`src/rtl/imem_loader_if.sv`:
```
// Byte-stream in / instruction-memory write out bundle for imem_loader.
// master = stream source + memory/CPU side observer, slave = the loader.
interface imem_loader_if #(
   parameter int WIDTH = 32
);
   logic             start;
   logic             in_valid;
   logic [7:0]       in_data;
   logic             in_ready;
   logic             mem_we;
   logic [WIDTH-1:0] mem_addr;
   logic [WIDTH-1:0] mem_wdata;
   logic             cpu_hold;
   logic             done;
   logic             error;
   logic [15:0]      word_count;

   modport master (
      output start, in_valid, in_data,
      input  in_ready, mem_we, mem_addr, mem_wdata, cpu_hold, done, error, word_count
   );

   modport slave (
      input  start, in_valid, in_data,
      output in_ready, mem_we, mem_addr, mem_wdata, cpu_hold, done, error, word_count
   );
endinterface

```
`src/rtl/imem_loader.sv`:
```
// Boot loader: length header + little-endian bytes -> 32-bit instruction memory writes,
// holding the CPU in reset while the image streams in.
module imem_loader #(
   parameter int WIDTH = 32,
   parameter int DEPTH = 64
) (
   input logic          clk,
   input logic          rst,
   imem_loader_if.slave bus
);

   typedef enum logic [2:0] {
      IDLE,
      LEN_LO,
      LEN_HI,
      DATA,
      DONE,
      ERROR
   } state_t;

   state_t           state_q, state_d;
   logic [1:0]       byte_idx_q, byte_idx_d;
   logic [23:0]      asm_q, asm_d;
   logic [15:0]      len_q, len_d;
   logic [15:0]      wc_q, wc_d;
   logic             we_q, we_d;
   logic [WIDTH-1:0] addr_q, addr_d;
   logic [WIDTH-1:0] wdata_q, wdata_d;

   logic             in_ready;
   logic             xfer;
   logic [15:0]      len_n;

   assign in_ready = (state_q == LEN_LO) || (state_q == LEN_HI) ||
                     (state_q == DATA)   || (state_q == ERROR);
   assign xfer     = bus.in_valid && in_ready;
   assign len_n    = {bus.in_data, len_q[7:0]};

   always_ff @(posedge clk) begin
      if (rst) begin
         state_q    <= IDLE;
         byte_idx_q <= '0;
         asm_q      <= '0;
         len_q      <= '0;
         wc_q       <= '0;
         we_q       <= 1'b0;
         addr_q     <= '0;
         wdata_q    <= '0;
      end else begin
         state_q    <= state_d;
         byte_idx_q <= byte_idx_d;
         asm_q      <= asm_d;
         len_q      <= len_d;
         wc_q       <= wc_d;
         we_q       <= we_d;
         addr_q     <= addr_d;
         wdata_q    <= wdata_d;
      end
   end

   always_comb begin
      state_d    = state_q;
      byte_idx_d = byte_idx_q;
      asm_d      = asm_q;
      len_d      = len_q;
      wc_d       = wc_q;
      we_d       = 1'b0;
      addr_d     = addr_q;
      wdata_d    = wdata_q;

      case (state_q)
         IDLE, DONE, ERROR: begin
            if (bus.start) begin
               state_d    = LEN_LO;
               wc_d       = '0;
               byte_idx_d = '0;
            end
         end
         LEN_LO: begin
            if (xfer) begin
               len_d[7:0] = bus.in_data;
               state_d    = LEN_HI;
            end
         end
         LEN_HI: begin
            if (xfer) begin
               len_d      = len_n;
               byte_idx_d = '0;
               if (len_n == 16'd0)             state_d = DONE;
               else if (len_n > 16'(DEPTH))    state_d = ERROR;
               else                            state_d = DATA;
            end
         end
         DATA: begin
            // word_count already counts the word being written, so equality marks the last one
            if (we_q && (wc_q == len_q)) begin
               state_d = DONE;
            end else if (xfer) begin
               asm_d      = {bus.in_data, asm_q[23:8]};
               byte_idx_d = byte_idx_q + 2'd1;
               if (byte_idx_q == 2'd3) begin
                  we_d    = 1'b1;
                  addr_d  = WIDTH'({wc_q, 2'b00});
                  wdata_d = WIDTH'({bus.in_data, asm_q});
                  wc_d    = wc_q + 16'd1;
               end
            end
         end
         default: state_d = IDLE;
      endcase
   end

   assign bus.in_ready   = in_ready;
   assign bus.mem_we     = we_q;
   assign bus.mem_addr   = addr_q;
   assign bus.mem_wdata  = wdata_q;
   assign bus.cpu_hold   = (state_q == LEN_LO) || (state_q == LEN_HI) || (state_q == DATA);
   assign bus.done       = (state_q == DONE);
   assign bus.error      = (state_q == ERROR);
   assign bus.word_count = wc_q;

endmodule

```
`src/flat_wrapper.sv`:
```
// flat-port wrapper written by rule: the top's interface ports become plain ports
module imem_loader_flat 
#(
   parameter int WIDTH = 32,
   parameter int DEPTH = 64
)
  (clk, rst, bus_start, bus_in_valid, bus_in_data, bus_in_ready, bus_mem_we, bus_mem_addr, bus_mem_wdata, bus_cpu_hold, bus_done, bus_error, bus_word_count);
  imem_loader_if #(.WIDTH(WIDTH)) bus_i ();
  input logic clk;
  input logic rst;
  input wire logic [$bits(bus_i.start)-1:0] bus_start;
  input wire logic [$bits(bus_i.in_valid)-1:0] bus_in_valid;
  input wire logic [$bits(bus_i.in_data)-1:0] bus_in_data;
  output wire logic [$bits(bus_i.in_ready)-1:0] bus_in_ready;
  output wire logic [$bits(bus_i.mem_we)-1:0] bus_mem_we;
  output wire logic [$bits(bus_i.mem_addr)-1:0] bus_mem_addr;
  output wire logic [$bits(bus_i.mem_wdata)-1:0] bus_mem_wdata;
  output wire logic [$bits(bus_i.cpu_hold)-1:0] bus_cpu_hold;
  output wire logic [$bits(bus_i.done)-1:0] bus_done;
  output wire logic [$bits(bus_i.error)-1:0] bus_error;
  output wire logic [$bits(bus_i.word_count)-1:0] bus_word_count;
  assign bus_i.start = bus_start;
  assign bus_i.in_valid = bus_in_valid;
  assign bus_i.in_data = bus_in_data;
  assign bus_in_ready = bus_i.in_ready;
  assign bus_mem_we = bus_i.mem_we;
  assign bus_mem_addr = bus_i.mem_addr;
  assign bus_mem_wdata = bus_i.mem_wdata;
  assign bus_cpu_hold = bus_i.cpu_hold;
  assign bus_done = bus_i.done;
  assign bus_error = bus_i.error;
  assign bus_word_count = bus_i.word_count;
  imem_loader #(.WIDTH(WIDTH), .DEPTH(DEPTH)) u_core (.clk(clk), .rst(rst), .bus(bus_i));
endmodule
```
`config.mk`:
```
export PLATFORM = sky130hd
export DESIGN_NAME = imem_loader_flat
export DESIGN_NICKNAME = d
export VERILOG_FILES = /design/src/rtl/imem_loader_if.sv /design/src/rtl/imem_loader.sv /design/src/flat_wrapper.sv
export SDC_FILE = /design/constraint.sdc
export NUM_CORES = 1
export LEC_CHECK = 0
export CORE_ASPECT_RATIO = 0.9
export CORE_UTILIZATION = 48
export DETAILED_ROUTE_END_ITERATION = 7
export GPL_ROUTABILITY_DRIVEN = 1
export PLACE_DENSITY = 0.73
export SYNTH_ARGS = -nofsm -noshare
export SYNTH_HDL_FRONTEND = slang
export SYNTH_SLANG_ARGS = --single-unit
```
`constraint.sdc`:
```
create_clock -name clk -period 3.6 [get_ports clk]
set_input_delay 0.54 -clock clk [delete_from_list [all_inputs] [get_ports clk]]
set_output_delay 0.54 -clock clk [all_outputs]
set_load 0.03 [all_outputs]
```
==> flow_summary.yaml <==
run_status:
  status: "finished, final reports clean"
global_routing:
  grt_max_degree: 105
  grt_util_met3_pct: 2.844
  grt_pass1_wl_um: 18200
  grtUsageMet1_pct: 32.42
  globalRouteOverflowTotal: 0
  track_usage_pct: 22.51
  use_met2_pct: 34.58
  antenna_found_initial: 0
  gr-max-usage-layer: "met2"
  grt_pass1_vias: 3671
logic_synthesis:
  synth-main-ff-cell: "dfxtp_1"
  ys_ff_latch: 110
  synth-edff-count: 0
  synth_area_sq_um: 4713
  ys_seq_area_share_pct: 46.72
  yosys.cell_types.count: 49
  syn_inst: 556
  async_flop_share_pct: 0
  avgSynthCellArea_sq_um: 8.477
  yosys_warnings: 0
floorplan:
  core_sq_um: 9331
  num_io_pins: 97
  rows: 33
  dieArea_sq_um: 10220
  die_x_um: 106.5
  die_y_um: 96.01
  initial_core_util_pct: 50.51
worst_setup_path:
  cp_max_fo: 12
  crit_cells: 3
  startpoint: "u_core.state_q[0]$_SDFFE_PP0P_"
  crit_family: "buffers and inverters"
  timing.rr.end: "u_core.bus.mem_wdata[12]$_SDFFE_PP0P_"
  end_kind: "output pin"
  cp_cell_sequence: "nor2b_1, and2_1, clkdlybuf4s50_1"
  crit_type: "flop to output pin"
  worst-r2r-cell-count: 7
  cp.arrival_ps: 2230
  slowest_stage: "clkdlybuf4s50_1"
  cpPeakStageDelay_ps: 660
  rr_startpoint: "u_core.bus.word_count[13]$_SDFFE_PP0P_"
  path_buf_inv: 1
  crit_required_ps: 3060
  worstSetupStartpointType: "flop"
  r2r_setup_slack_ps: 1050
  crit_end: "bus_error"
sta:
  setup_ws_ps: 830.3
  skew_ps: 20.91
  period_share_pct: 76.94
  slew_viol_final: 0
  max_freq_ghz: 0.3611
  slew_headroom_pct: 28.86
  hold_ws_ps: 460.9
  tightest_slew_ps: 1067
  finalHoldViolCount: 0
  fin_tns_setup_ps: 0
  rsz0062_at_grt: "no"
  min_period_ps: 2770
  setup_viol: 0
detailed_routing:
  vias_per_cell: 5.316
  vias: 3955
  remaining_drc_errors: 0
  wire_per_inst_um: 14.78
  drtIter0Drc: 222
  wl_um: 10990
  dr.pass1.iters: 4
  ant_nets: 0
power_and_ir_drop:
  leakage_nw: 1.904
  power_density_nw_per_um2: 380.1
  ir_drop_uv: 187.0
placed_design:
  dp_worst_setup_slack_ps: 1111
  portBuffers: 80
  place.gp.congestion: 0.8581
  placed_cells: 728
  dp_hpwl_um: 7435
clocking:
  numClockSinks: 110
  cts_made_buffers: 9
  cts-resized-gates: 0
  clk_latency_ps: 380
  cts_hold_buf: 0
  cts_setup_buffers: 0
  tritoncts: "built"
  clockBufferDepth: 2
  cts.clk_slew.worst_paths_ps: 110
  cts-htree-levels: 3
  cts-root-buf: "clkbuf_8"
cells_and_area:
  fin_nets: 631
  num-fill-cells: 857
  areaGrowthSynthToFinish_pct: 20.73
  drive_gt1_share_pct: 8.360
  utilization_pct: 60.98
  instances_no_fill: 744
  diodes: 0
job:
  maxCapViolCount: 0
worst_hold_path:
  min_from: "u_core.bus.mem_addr[17]$_SDFFE_PP0P_"
  hp-class: "flop to flop"
cell usage in the layout, fill, tap and decap left out, types with 5 or more instances in the layout:
cell	instances
a21oi_2	10
nand2b_1	5
and2_1	5
mux2i_1	29
or3_1	8
nand2_2	10
nand2_1	140
nor2_1	38
a21oi_1	58
conb_1	16
o31ai_1	8
xor2_1	8
o211ai_1	8
dfxtp_1	110
nand3_1	11
xnor2_1	9
nor3_1	7
clkbuf_8	9
clkdlybuf4s50_1	79
sequential cells by signal, indices dropped and copies added, names as in the netlist:
register	count
u_core.byte_idx_q	2
u_core.bus.word_count	16
u_core.state_q	3
u_core.bus.mem_addr	16
u_core.bus.mem_we	1
u_core.len_q	16
u_core.bus.mem_wdata	32
u_core.asm_q	24
cell families (layout without fill, tap and decap cells):
logic type	Yosys count	count (layout)	synth area share (%)
simple gates	246	246	23.20
flops	110	110	46.72
compound gates	100	100	13.62
buf+inv	51	102	6.530
mux	29	29	6.159
xor+xnor	17	17	3.159
fa+ha+maj	2	2	0.5308
other cells	1	16	0.07956
worst min path at each step:
stage | slack (ps) | to | depth (start not counted)
CTS | 460 | u_core.bus.mem_wdata[18]$_SDFFE_PP0P_ | 2
global route | 480 | u_core.bus.mem_addr[17]$_SDFFE_PP0P_ | 2
global placement | 440 | u_core.bus.mem_wdata[24]$_SDFFE_PP0P_ | 2
detailed placement | 450 | u_core.bus.mem_wdata[18]$_SDFFE_PP0P_ | 2
floorplan | 430 | u_core.bus.mem_wdata[0]$_SDFFE_PP0P_ | 2
finish | 460 | u_core.bus.mem_addr[17]$_SDFFE_PP0P_ | 2
cells in the mapped netlist (2+ instances only):
library cell  count  share of area, %
nand2_1         140                11
dfxtp_1         110                47
a21oi_1          59               6.3
nor2_1           38               3.0
mux2i_1          29               6.2
buf_4            21               3.3
clkbuf_1         15               1.2
nand3_1          11               1.2
a21oi_2          10               1.9
nand2_2          10               1.3
xnor2_1           9               1.7
o211ai_1          8               1.3
o31ai_1           8               1.3
or3_1             8               1.1
xor2_1            8               1.5
nor3_1            7              0.74
buf_2             6              0.64
and2_1            5              0.66
nand2b_1          5              0.66
and3_1            4              0.53
buf_6             4              0.96
nor2b_1           4              0.53
nor4_1            4              0.53
buf_1             3              0.24
ha_1              2              0.53
inv_1             2              0.16
o21ai_0           2              0.21
o21ai_1           2              0.21
or2_2             2              0.27
layout make-up:
| type | count | area (sq um) | share of cell area, % |
|---|---|---|---|
| tap | 122 | 152.6 | 2.682 |
| clock inverter | 7 | 77.57 | 1.363 |
| timing repair buffer | 84 | 840.8 | 14.78 |
| multi-input combinational | 410 | 2286 | 40.17 |
| inverter | 2 | 7.507 | 0.1319 |
| sequential | 110 | 2202 | 38.70 |
| clock buffer | 9 | 123.9 | 2.177 |
tightest hold or removal path: cells and delay by family, from the launching register on:
| family | cells | cell delay [ps] |
|---|---|---|
| compound gates | 1 | 50 |
| simple gates | 1 | 50 |
| flops | 1 | 330 |
per-stage QoR:
step | power (mW) | cell area, sq um
6_report | 2.163 | 5690
5_1_grt | 2.243 | 5690
4_1_cts | 2.177 | 5690
3_5_place_dp | 1.442 | 5489
3_3_place_gp | 1.438 | 5489
2_1_floorplan | 1.402 | 4770
metal layers:
| metal | share of wire (%) | wire, um |
|---|---|---|
| met1 | 49 | 5381 |
| met2 | 44 | 4878 |
| met3 | 5.5 | 600 |
| met4 | 1.2 | 131 |
| met5 | 0 | 0 |
report_power, final:
group | total (mW) | switching (mW) | internal, mW
clock | 0.747 | 0.470 | 0.276
combinational | 0.173 | 0.120 | 0.0538
sequential | 1.24 | 0.0158 | 1.23
total | 2.16 | 0.606 | 1.56
(Power assumes the default switching activity.)
